[config.mk]
export PLATFORM = sky130hd
export DESIGN_NAME = booth_mult_param
export DESIGN_NICKNAME = d
export VERILOG_FILES = /design/src/rtl/booth_mult_param.sv
export SDC_FILE = /design/constraint.sdc
export NUM_CORES = 1
export LEC_CHECK = 0
export ABC_AREA = 1
export CAP_MARGIN = 25
export CORE_MARGIN = 2
export CORE_UTILIZATION = 40
export DETAILED_ROUTE_END_ITERATION = 8
export PLACE_DENSITY_LB_ADDON = 0.05
export SLEW_MARGIN = 20
export SYNTH_ARGS = -nofsm -noshare
export SYNTH_HDL_FRONTEND = slang
export SYNTH_SLANG_ARGS = --single-unit
[constraint.sdc]
create_clock -name clk -period 7.5 [get_ports clk]
set_input_delay 2.25 -clock clk [delete_from_list [all_inputs] [get_ports clk]]
set_output_delay 2.25 -clock clk [all_outputs]
set_load 0.03 [all_outputs]
[src/rtl/booth_mult_param.sv]
// Iterative Booth multiplier with parallel operand load, signed/unsigned modes and a one-cycle done pulse.
// Define BOOTH_RADIX4_EN to retire two multiplier bits per cycle with radix-4 modified Booth recoding.
module booth_mult_param #(
  parameter int WIDTH = 16
) (
  input  logic                 clk,
  input  logic                 rst,
  input  logic                 start,
  input  logic                 signed_mode,
  input  logic [WIDTH-1:0]     multiplicand,
  input  logic [WIDTH-1:0]     multiplier,
  output logic                 busy,
  output logic                 done,
  output logic [2*WIDTH-1:0]   product
);

  generate
    if ((WIDTH < 4) || (WIDTH > 64)) begin : g_bad_width
      $error("booth_mult_param: WIDTH must be in 4..64");
    end
  endgenerate

`ifdef BOOTH_RADIX4_EN
  // Q holds the even-rounded operand width; A carries one extra bit so 2M fits.
  localparam int QW     = WIDTH + 2;
  localparam int AW     = QW + 1;
  localparam int NS     = WIDTH + (WIDTH % 2);
  localparam int NU     = (WIDTH + 1) + ((WIDTH + 1) % 2);
  localparam int ITER_S = NS / 2;
  localparam int ITER_U = NU / 2;
`else
  localparam int QW     = WIDTH + 1;
  localparam int AW     = QW;
  localparam int NS     = WIDTH;
  localparam int NU     = WIDTH + 1;
  localparam int ITER_S = NS;
  localparam int ITER_U = NU;
`endif
  localparam int CW   = $clog2(WIDTH + 2);
  // Product sits in {A,Q} above the multiplier bits that were never shifted out.
  localparam int SH_S = QW - NS;
  localparam int SH_U = QW - NU;

  typedef enum logic [1:0] {IDLE, RUN, DONE} state_t;

  state_t          state;
  logic [AW-1:0]   a, m, sum, a_nxt;
  logic [QW-1:0]   q, q_nxt;
  logic            qm1, qm1_nxt, sm;
  logic [CW-1:0]   count;
  logic [AW+QW-1:0] full;
  logic [2*WIDTH-1:0] prod_nxt;
  logic            m_ext, q_ext;

  assign m_ext = signed_mode & multiplicand[WIDTH-1];
  assign q_ext = signed_mode & multiplier[WIDTH-1];

  always_comb begin
    sum = a;
`ifdef BOOTH_RADIX4_EN
    case ({q[1:0], qm1})
      3'b001, 3'b010: sum = a + m;
      3'b011:         sum = a + (m << 1);
      3'b100:         sum = a - (m << 1);
      3'b101, 3'b110: sum = a - m;
      default:        sum = a;
    endcase
    a_nxt   = {{2{sum[AW-1]}}, sum[AW-1:2]};
    q_nxt   = {sum[1:0], q[QW-1:2]};
    qm1_nxt = q[1];
`else
    case ({q[0], qm1})
      2'b01:   sum = a + m;
      2'b10:   sum = a - m;
      default: sum = a;
    endcase
    a_nxt   = {sum[AW-1], sum[AW-1:1]};
    q_nxt   = {sum[0], q[QW-1:1]};
    qm1_nxt = q[0];
`endif
    full     = {a_nxt, q_nxt};
    prod_nxt = (2*WIDTH)'(full >> (sm ? SH_S : SH_U));
  end

  always_ff @(posedge clk) begin
    if (rst) begin
      state   <= IDLE;
      busy    <= 1'b0;
      done    <= 1'b0;
      product <= '0;
      count   <= '0;
      a       <= '0;
      q       <= '0;
      qm1     <= 1'b0;
      m       <= '0;
      sm      <= 1'b0;
    end else begin
      case (state)
        IDLE, DONE: begin
          done <= 1'b0;
          if (start) begin
            a     <= '0;
            q     <= {{(QW-WIDTH){q_ext}}, multiplier};
            qm1   <= 1'b0;
            m     <= {{(AW-WIDTH){m_ext}}, multiplicand};
            sm    <= signed_mode;
            count <= signed_mode ? CW'(ITER_S) : CW'(ITER_U);
            busy  <= 1'b1;
            state <= RUN;
          end else begin
            state <= IDLE;
          end
        end
        RUN: begin
          a     <= a_nxt;
          q     <= q_nxt;
          qm1   <= qm1_nxt;
          count <= count - 1'b1;
          if (count == CW'(1)) begin
            product <= prod_nxt;
            done    <= 1'b1;
            busy    <= 1'b0;
            state   <= DONE;
          end
        end
        default: begin
          busy  <= 1'b0;
          done  <= 1'b0;
          state <= IDLE;
        end
      endcase
    end
  end

endmodule

# --- Word level (Yosys, flattened, before mapping) ---
# Index checks and enable logic that the tools add are counted.
word_totals:
  regBits: 94
  inputBits: 36
op_classes:
  n_eq_ne: 7
  shift: 1
  mux: 17
  n_bitwise: 3
  add_sub_neg: 3
  reduce_logical: 8
op_table:
  columns: ["operator", "count"]
  rows:
  - ["$pmux W17 S2", 3]
  - ["$mux W17", 2]
  - ["$shr A34 B1 Y32", 1]
  - ["$add A17 B17 Y17", 1]
  - ["$sub A17 B17 Y17", 1]
  - ["$pmux W5 S2", 1]
  - ["$reduce_and A2 Y1", 4]
  - ["$mux W1", 6]
  - ["$eq A5 B1 Y1 const B", 1]
  - ["$mux W5", 1]
  - ["$sub A5 B1 Y5 const B", 1]
  - ["$eq A2 B1 Y1 const B", 2]
  - ["$eq A2 B2 Y1 const B", 2]
  - ["$ne A2 B2 Y1 const B", 2]
  - ["$pmux W1 S2", 2]
  - ["$pmux W2 S2", 1]
  - ["$reduce_or A2 Y1", 2]
  - ["$and A1 B1 Y1", 2]
  - ["$logic_not A2 Y1", 1]
  - ["$mux W2", 1]
  - ["$reduce_bool A2 Y1", 1]
  - ["$not A1 Y1", 1]

# --- Longest topological paths before layout ---
# Gate-level depths: netlist of run 1.
depth:
  depth_word: 4
  depth_mapped: 24
  depth_no_buf: 24

# --- Worst setup path after synthesis of run 1 ---
# Ideal clock, no wire load.
synth_timing:
  kind: "input -> register"
  startpoint: "input rst"
  endpoint: "register a[1]"
  setup_ns: 0.127
  n_path_buf: 2
  required_time_ns: 7.373
  path_stages: 5
  slack_ns: 4.282
  arrival_time_ns: 3.092
  path_cell_list: "clkbuf_1 > nor2_2 > inv_2 > buf_2 > o22ai_1"
synth_rtl:
  columns: ["element", "line", "text"]
  rows:
  - ["start, declared", "7", "input logic rst,"]
  - ["end signal, assigned", "115", "a <= a_nxt;"]
  - ["end, declared", "47", "logic [AW-1:0] a, m, sum, a_nxt;"]

# --- Final worst setup path of run 1 ---
layout_timing:
  startpoint: "input start"
  endpoint: "register q[16]"
layout_via:
  elab_chain_cells: 2
layout_lines:
  columns: ["element", "line", "text"]
  rows:
  - ["start, declared", "8", "input logic start,"]
  - ["$ne A2 B2 Y1 (no line)", null, null]
  - ["$reduce_and A2 Y1 (no line)", null, null]
  - ["end signal, assigned", "103", "q <= {{(QW-WIDTH){q_ext}}, multiplier};"]
  - ["end signal, assigned", "116", "q <= q_nxt;"]
  - ["end, declared", "48", "logic [QW-1:0] q, q_nxt;"]
# Every way passes these cells.
# A chain may end at the register's enable or synchronous reset.

==> flow_summary_export.csv, run 1 <==
group,metric,value,unit
setup_path,r2r_start,"qm1",
clock_tree,cts.path.max_buffers,2,
die,fp-row-count,41,
pwr,cellPowerDensity,206,nW/µm²
die,start_util,41.3,%
clock_tree,clk_latency,0.34,ns
routing,detail-route-antenna-nets,0,
pwr,internal_power,0.876,mW
final_layout,layout-drive-gt1-share,7.13,%
timing,finalSetupViolations,0,
status,outcome,"finished clean",
final_layout,fillers,1378,
die,die_x,119,µm
final_layout,seq_area,1860,µm²
grt,grt_overflow,0,
yosys,synth-main-ff-cell,"dfxtp_1",
routing,drt-pass1-iter-count,4,
yosys,yosys.cell_types.count,42,
pwr,vdd_drop_max,0.000234,V
clock_tree,cts_tree,"yes",
setup_path,arrival,4.66,ns
die,core-area,12700,µm²
pwr,finalPower,1.29,mW
setup_path,required,7.79,ns
yosys,syn_avg_cell_area,6.89,µm²
grt,grt_start_max_net_pins,56,
die,dieArea,14100,µm²
grt,grt_pass1_wl,23300,µm
final_layout,final_cells,986,
timing,skew,0.00413,ns
clock_tree,clk_pin_slew,0.06,ns
setup_path,rr_worst_depth,23,
pwr,leakage,2.67,nW
timing,hold_viol_final,0,
timing,clock.fmax,228,MHz
setup_path,crit_path_top_delay_cell,"inv_1",
timing,maxSlewViolCount,0,
placement,port_buffers,69,
final_layout,area_growth,19.1,%
min_path,hold_path.class,"flop to flop",
timing,tns,0,ns
yosys,synthArstFlopShare,0,%
clock_tree,cts_hold_buf,0,
yosys,synth-edff-count,0,
clock_tree,numCtsBuffers,9,
routing,first_iter_violations,268,
setup_path,crit_start,"start",
placement,dpl.hpwl,10300,µm
die,pin_count,70,
grt,grt_pass1_vias,4768,
final_layout,antennaDiodeCount,0,
yosys,yosysWarnings,0,
grt,antenna_found_initial,0,
yosys,synth_nets,819,
yosys,yosysSeqAreaShare,35.5,%
clock_tree,cts_resized,0,
setup_path,cp-end-kind,"flop",
routing,viasPerCell,5.12,
clock_tree,post-cts-setup-buffers,0,
yosys,syn_area,5250,µm²
die,die_h,119,µm
pwr,p_sw,0.412,mW
routing,vias,5045,
yosys,ys_seq_elements,93,
setup_path,path_cells,"clkdlybuf4s50_1, nand2_1, inv_1, nand2_1, o22ai_1, o21ai_0, inv_1",
setup_path,reg2reg_to,"product[31]",
clock_tree,root_buffer,"clkbuf_16",
final_layout,multiInputGateArea,2870,µm²
placement,routabilityCongestion,0.848,
routing,drt_wl_total,14000,µm
setup_path,cpPeakStageDelay,0.90,ns
timing,fin_crit_sh,58.4,%
yosys,postSynthCellCount,762,
clock_tree,cts_sinks,93,
final_layout,num-nets-final,867,
timing,period_needed,4.38,ns
clock_tree,h-tree-depth,3,
setup_path,reg2reg_slack,3.98,ns
pwr,seqPwrFrac,42.6,%
job,cap_viol_max_count,0,
pwr,switching_share,32.0,%
setup_path,critical_path_class,"primary input to flop",
setup_path,cp_max_fo,29,
timing,worst_pin_slew,1.00,ns
pwr,p_comb_share,25.9,%
timing,rsz0062_at_grt,"no",
routing,post_drt_wl_per_cell,14.2,µm
pwr,clock_power_share,31.5,%
placement,dp_cells,970,
timing,relSlewSlack,33.1,%
setup_path,critPathLaunchType,"primary input",
routing,drc,0,
grt,grt_usage,20.3,%
setup_path,endpoint,"q[16]",
==> power groups by stage <==
stage          clock (mW)  combinational, mW  sequential, mW
3_3_place_gp            0              0.330           0.559
6_report            0.406              0.333           0.549
3_5_place_dp            0              0.333           0.559
4_1_cts             0.422              0.335           0.548
5_1_grt             0.445              0.379           0.552
2_1_floorplan           0              0.234           0.565
==> synth_stat cells, types with 4 or more instances <==
cell / count / area [µm²]
o21ai_0: 82 / 410
a31oi_1: 17 / 106
o211ai_1: 5 / 37.5
a21oi_1: 50 / 250
nand3_1: 47 / 235
xnor2_1: 5 / 43.8
inv_2: 8 / 30.0
buf_4: 4 / 30.0
a21oi_2: 10 / 87.6
buf_2: 11 / 55.1
nand2_1: 186 / 698
nor2_2: 7 / 43.8
nand3_2: 4 / 40.0
nand2_2: 5 / 31.3
a21o_1: 5 / 37.5
o22ai_1: 5 / 31.3
xor2_1: 10 / 87.6
o21ai_1: 9 / 45.0
dfxtp_1: 93 / 1860
inv_1: 79 / 297
clkbuf_1: 15 / 56.3
ha_1: 20 / 250
nor2_1: 51 / 191
==> metrics by stage <==
step                util, %  hold slack (ns)  setup WS (ns)  area [µm²]
floorplan                 -            0.437           4.28        5250
finish                 49.2            0.453           3.12        6250
global placement       47.0            0.441           2.82        5980
CTS                    49.1            0.455           3.12        6240
global route           49.2            0.469           2.80        6250
detailed placement     47.0            0.446           2.76        5980
==> cell families after synthesis <==
group           share of synthesized area, %
compound gates                          20.8
buf+inv                                 9.96
fa+ha+maj                               5.15
flops                                   35.5
xor+xnor                                2.50
simple gates                            26.1
==> state kept, by name, indices dropped and copies added, names as in the netlist <==
| signal | cells |
|---|---|
| sm | 1 |
| product | 32 |
| state | 2 |
| qm1 | 1 |
| count | 5 |
| a | 16 |
| busy | 1 |
| m | 17 |
| q | 17 |
| done | 1 |
==> cell type report <==
type	instances	area share [%]
Clock buffer	13	4.00
Multi-Input combinational cell	546	45.8
Tap cell	172	3.44
Timing Repair Buffer	73	11.6
Sequential cell	93	29.8
Inverter	87	5.22
Clock inverter	2	0.160
==> layer usage <==
| layer | vias to the layer above | GRT usage, % | part of all wire, % |
|---|---|---|---|
| met4 | 0 | 4.84 | 1.2 |
| met5 | - | 0 | 0 |
| li1 | 2606 | - | - |
| met3 | 10 | 4.54 | 4.2 |
| met2 | 106 | 33.9 | 47 |
| met1 | 2323 | 26.6 | 48 |
==> how the worst min path moves through the flow <==
| stage | endpoint | cells past startpoint | startpoint |
|---|---|---|---|
| after floorplan | busy | 1 | state[0] |
| after global placement | done | 2 | done |
| after detailed placement | done | 2 | done |
| after CTS | done | 2 | done |
| after global routing | done | 2 | done |
| final | done | 2 | done |
==> layout by cell type (no fill, tap or decap), drive strengths merged, types with 2 or more instances in the layout <==
master | synthesis | routed
a211oi | 2 | 2
a21o | 5 | 5
a21oi | 60 | 60
a22o | 2 | 2
a31oi | 17 | 17
buf | 20 | 4
clkbuf | 16 | 13
clkdlybuf4s50 | 0 | 69
clkinv | 0 | 2
dfxtp | 93 | 93
ha | 20 | 20
inv | 87 | 87
nand2 | 191 | 191
nand3 | 51 | 51
nand3b | 3 | 3
nand4 | 2 | 2
nor2 | 61 | 61
nor3 | 2 | 2
nor4 | 2 | 2
o211ai | 5 | 5
o21ai | 93 | 93
o22ai | 5 | 5
or2 | 4 | 4
xnor2 | 5 | 5
xor2 | 10 | 10
==> worst max-delay path, delay by kind of cell <==
kind,cells,cell delay (ns)
AOI/OAI and AO/OA,2,0.26
buffers and inverters,3,1.43
and+or+nand+nor,2,0.70
Power figures use the tool's default switching activity.
==> run 2, diff against run 1 <==
==> constraint.sdc (replaced) <==
create_clock -name clk -period 4.2 [get_ports clk]
set_input_delay 1.26 -clock clk [delete_from_list [all_inputs] [get_ports clk]]
set_output_delay 1.26 -clock clk [all_outputs]
set_load 0.03 [all_outputs]
==> flow_summary_export.csv, run 2 (synthesis results as in run 1) <==
group,metric,value,unit
status,outcome,"finished clean",
grt,grt_start_max_net_pins,51,
setup_path,crit_start,"qm1",
routing,vias,5069,
job,cap_viol_max_count,0,
timing,maxSlewViolCount,0,
routing,drc,0,
clock_tree,cts_resized,0,
die,die_h,119,µm
routing,first_iter_violations,261,
timing,finalSetupViolations,0,
setup_path,critPathLaunchType,"flop",
timing,whs,0.462,ns
setup_path,required,4.43,ns
final_layout,top_register,"product",
timing,relSlewSlack,45.2,%
timing,period_needed,3.34,ns
placement,port_buffers,69,
setup_path,arrival,3.58,ns
placement,routabilityCongestion,0.835,
routing,top_layer,"met4",
routing,drt_wl_total,14900,µm
clock_tree,clk_latency,0.35,ns
clock_tree,clk_pin_slew,0.07,ns
pwr,vdd_drop_max,0.000343,V
final_layout,largest_reg_flops,32,
final_layout,area_growth,20.2,%
clock_tree,post-cts-setup-buffers,0,
die,core-area,12700,µm²
final_layout,antennaDiodeCount,0,
timing,tns,0,ns
die,pin_count,70,
grt,antenna_found_initial,0,
grt,grt_usage,21.7,%
die,dieArea,14100,µm²
final_layout,num-nets-final,870,
final_layout,top_regs,"product: 32 flops, m: 17 flops, q: 17 flops",
clock_tree,cts.path.max_buffers,2,
die,die_x,119,µm
routing,post_drt_wl_per_cell,15.0,µm
timing,clock.fmax,299,MHz
setup_path,critical_path_class,"flop to flop",
die,start_util,41.3,%
routing,viasPerCell,5.12,
timing,skew,0.00586,ns
routing,drt-pass1-iter-count,5,
grt,grt_pass1_wl,24300,µm
grt,grt_overflow,0,
die,fp-row-count,41,
final_layout,layout-drive-gt1-share,7.70,%
pwr,cellPowerDensity,381,nW/µm²
routing,dr_wl_met2,7200,µm
pwr,leakage,2.70,nW
setup_path,cp_max_fo,12,
setup_path,r2r_start,"qm1",
final_layout,mostFrequentLayoutCell,"nand2_1",
min_path,min-delay-start,"done",
clock_tree,numCtsBuffers,9,
clock_tree,root_buffer,"clkbuf_16",
clock_tree,h-tree-depth,3,
routing,detail-route-antenna-nets,0,
routing,wl_met3,643,µm
timing,rsz0062_at_grt,"no",
timing,worst_pin_slew,0.821,ns
min_path,hold_path.class,"flop to flop",
clock_tree,cts_hold_buf,0,
placement,dpl.hpwl,11000,µm
grt,grt_pass1_vias,4879,
setup_path,cp-end-kind,"flop",
final_layout,final_cell_mix,"186 x nand2_1, 93 x dfxtp_1, 82 x o21ai_0",
timing,hold_viol_final,0,
clock_tree,cts_sinks,93,
timing,fin_crit_sh,79.6,%
clock_tree,cts_tree,"yes",
routing,m1WireLength,6840,µm
==> run 2: changes by cell type in the layout (fill, tap and decap cells not counted) <==
cell and delta:
buf_4 +3, buf_6 -1, buf_8 +1, bufinv_16 +1, clkbuf_1 -1, clkbuf_8 -1, clkinv_2 -1, clkinv_4 +1
clkinvlp_4 +1, inv_6 +1
==> run 2: where the power goes <==
group | internal (mW) | total [mW] | switching [mW] | leakage (nW)
combinational | 0.219 | 0.605 | 0.386 | 1.80
sequential | 0.934 | 0.980 | 0.0463 | 0.759
clock | 0.464 | 0.818 | 0.354 | 0.140
total | 1.62 | 2.40 | 0.786 | 2.70
==> run 2: path summary, 6_finish.rpt <==
| path | endpoint | cells past startpoint | slack [ns] |
|---|---|---|---|
| hold / removal | done | 2 | 0.46 |
| setup / recovery | product[31] | 21 | 0.86 |
| hold reg to reg | done | 2 | 0.46 |
| setup reg to reg | product[31] | 21 | 0.86 |
==> run 2: per-layer routing <==
metal | up-vias | global-route usage [%]
li1 | 2610 | -
met1 | 2330 | 27.6
met2 | 116 | 37.0
met3 | 13 | 5.12
met4 | 0 | 5.13
met5 | - | 0
==> run 2: worst max-delay path, cell delays in order, from the launching register on <==
cell     delay, ns
dfxtp_1       0.30
inv_1         0.07
ha_1          0.41
inv_1         0.23
nand2_1       0.17
o21ai_2       0.09
nor2_2        0.15
nand2_1       0.10
xor2_1        0.22
ha_1          0.33
a21oi_1       0.24
nand2_1       0.11
nand2_1       0.07
nand2_1       0.05
a21oi_2       0.18
inv_1         0.06
nand2_1       0.08
nand3_1       0.07
nand2_1       0.11
nand3_1       0.07
nand2_1       0.09
a21oi_2       0.05
==> run 2: layout make-up <==
type	count	area, µm²
Inverter	87	327
Multi-Input combinational cell	546	2870
Tap cell	172	215
Timing Repair Buffer	76	751
Clock inverter	5	60.1
Clock buffer	11	233
Sequential cell	93	1860
Fill cell	1354	6410
==> run 2: per-stage QoR <==
step                std cells  worst slack [ns]  power, mW  utilization, %  cell area, µm²
floorplan                 762              1.51       1.43               -            5250
global placement          973             0.913       1.60            47.2            6010
detailed placement        974             0.876       1.61            47.3            6020
CTS                       990             0.867       2.43            49.6            6310
global route              990             0.469       2.55            49.6            6310
finish                    990             0.858       2.40            49.6            6310
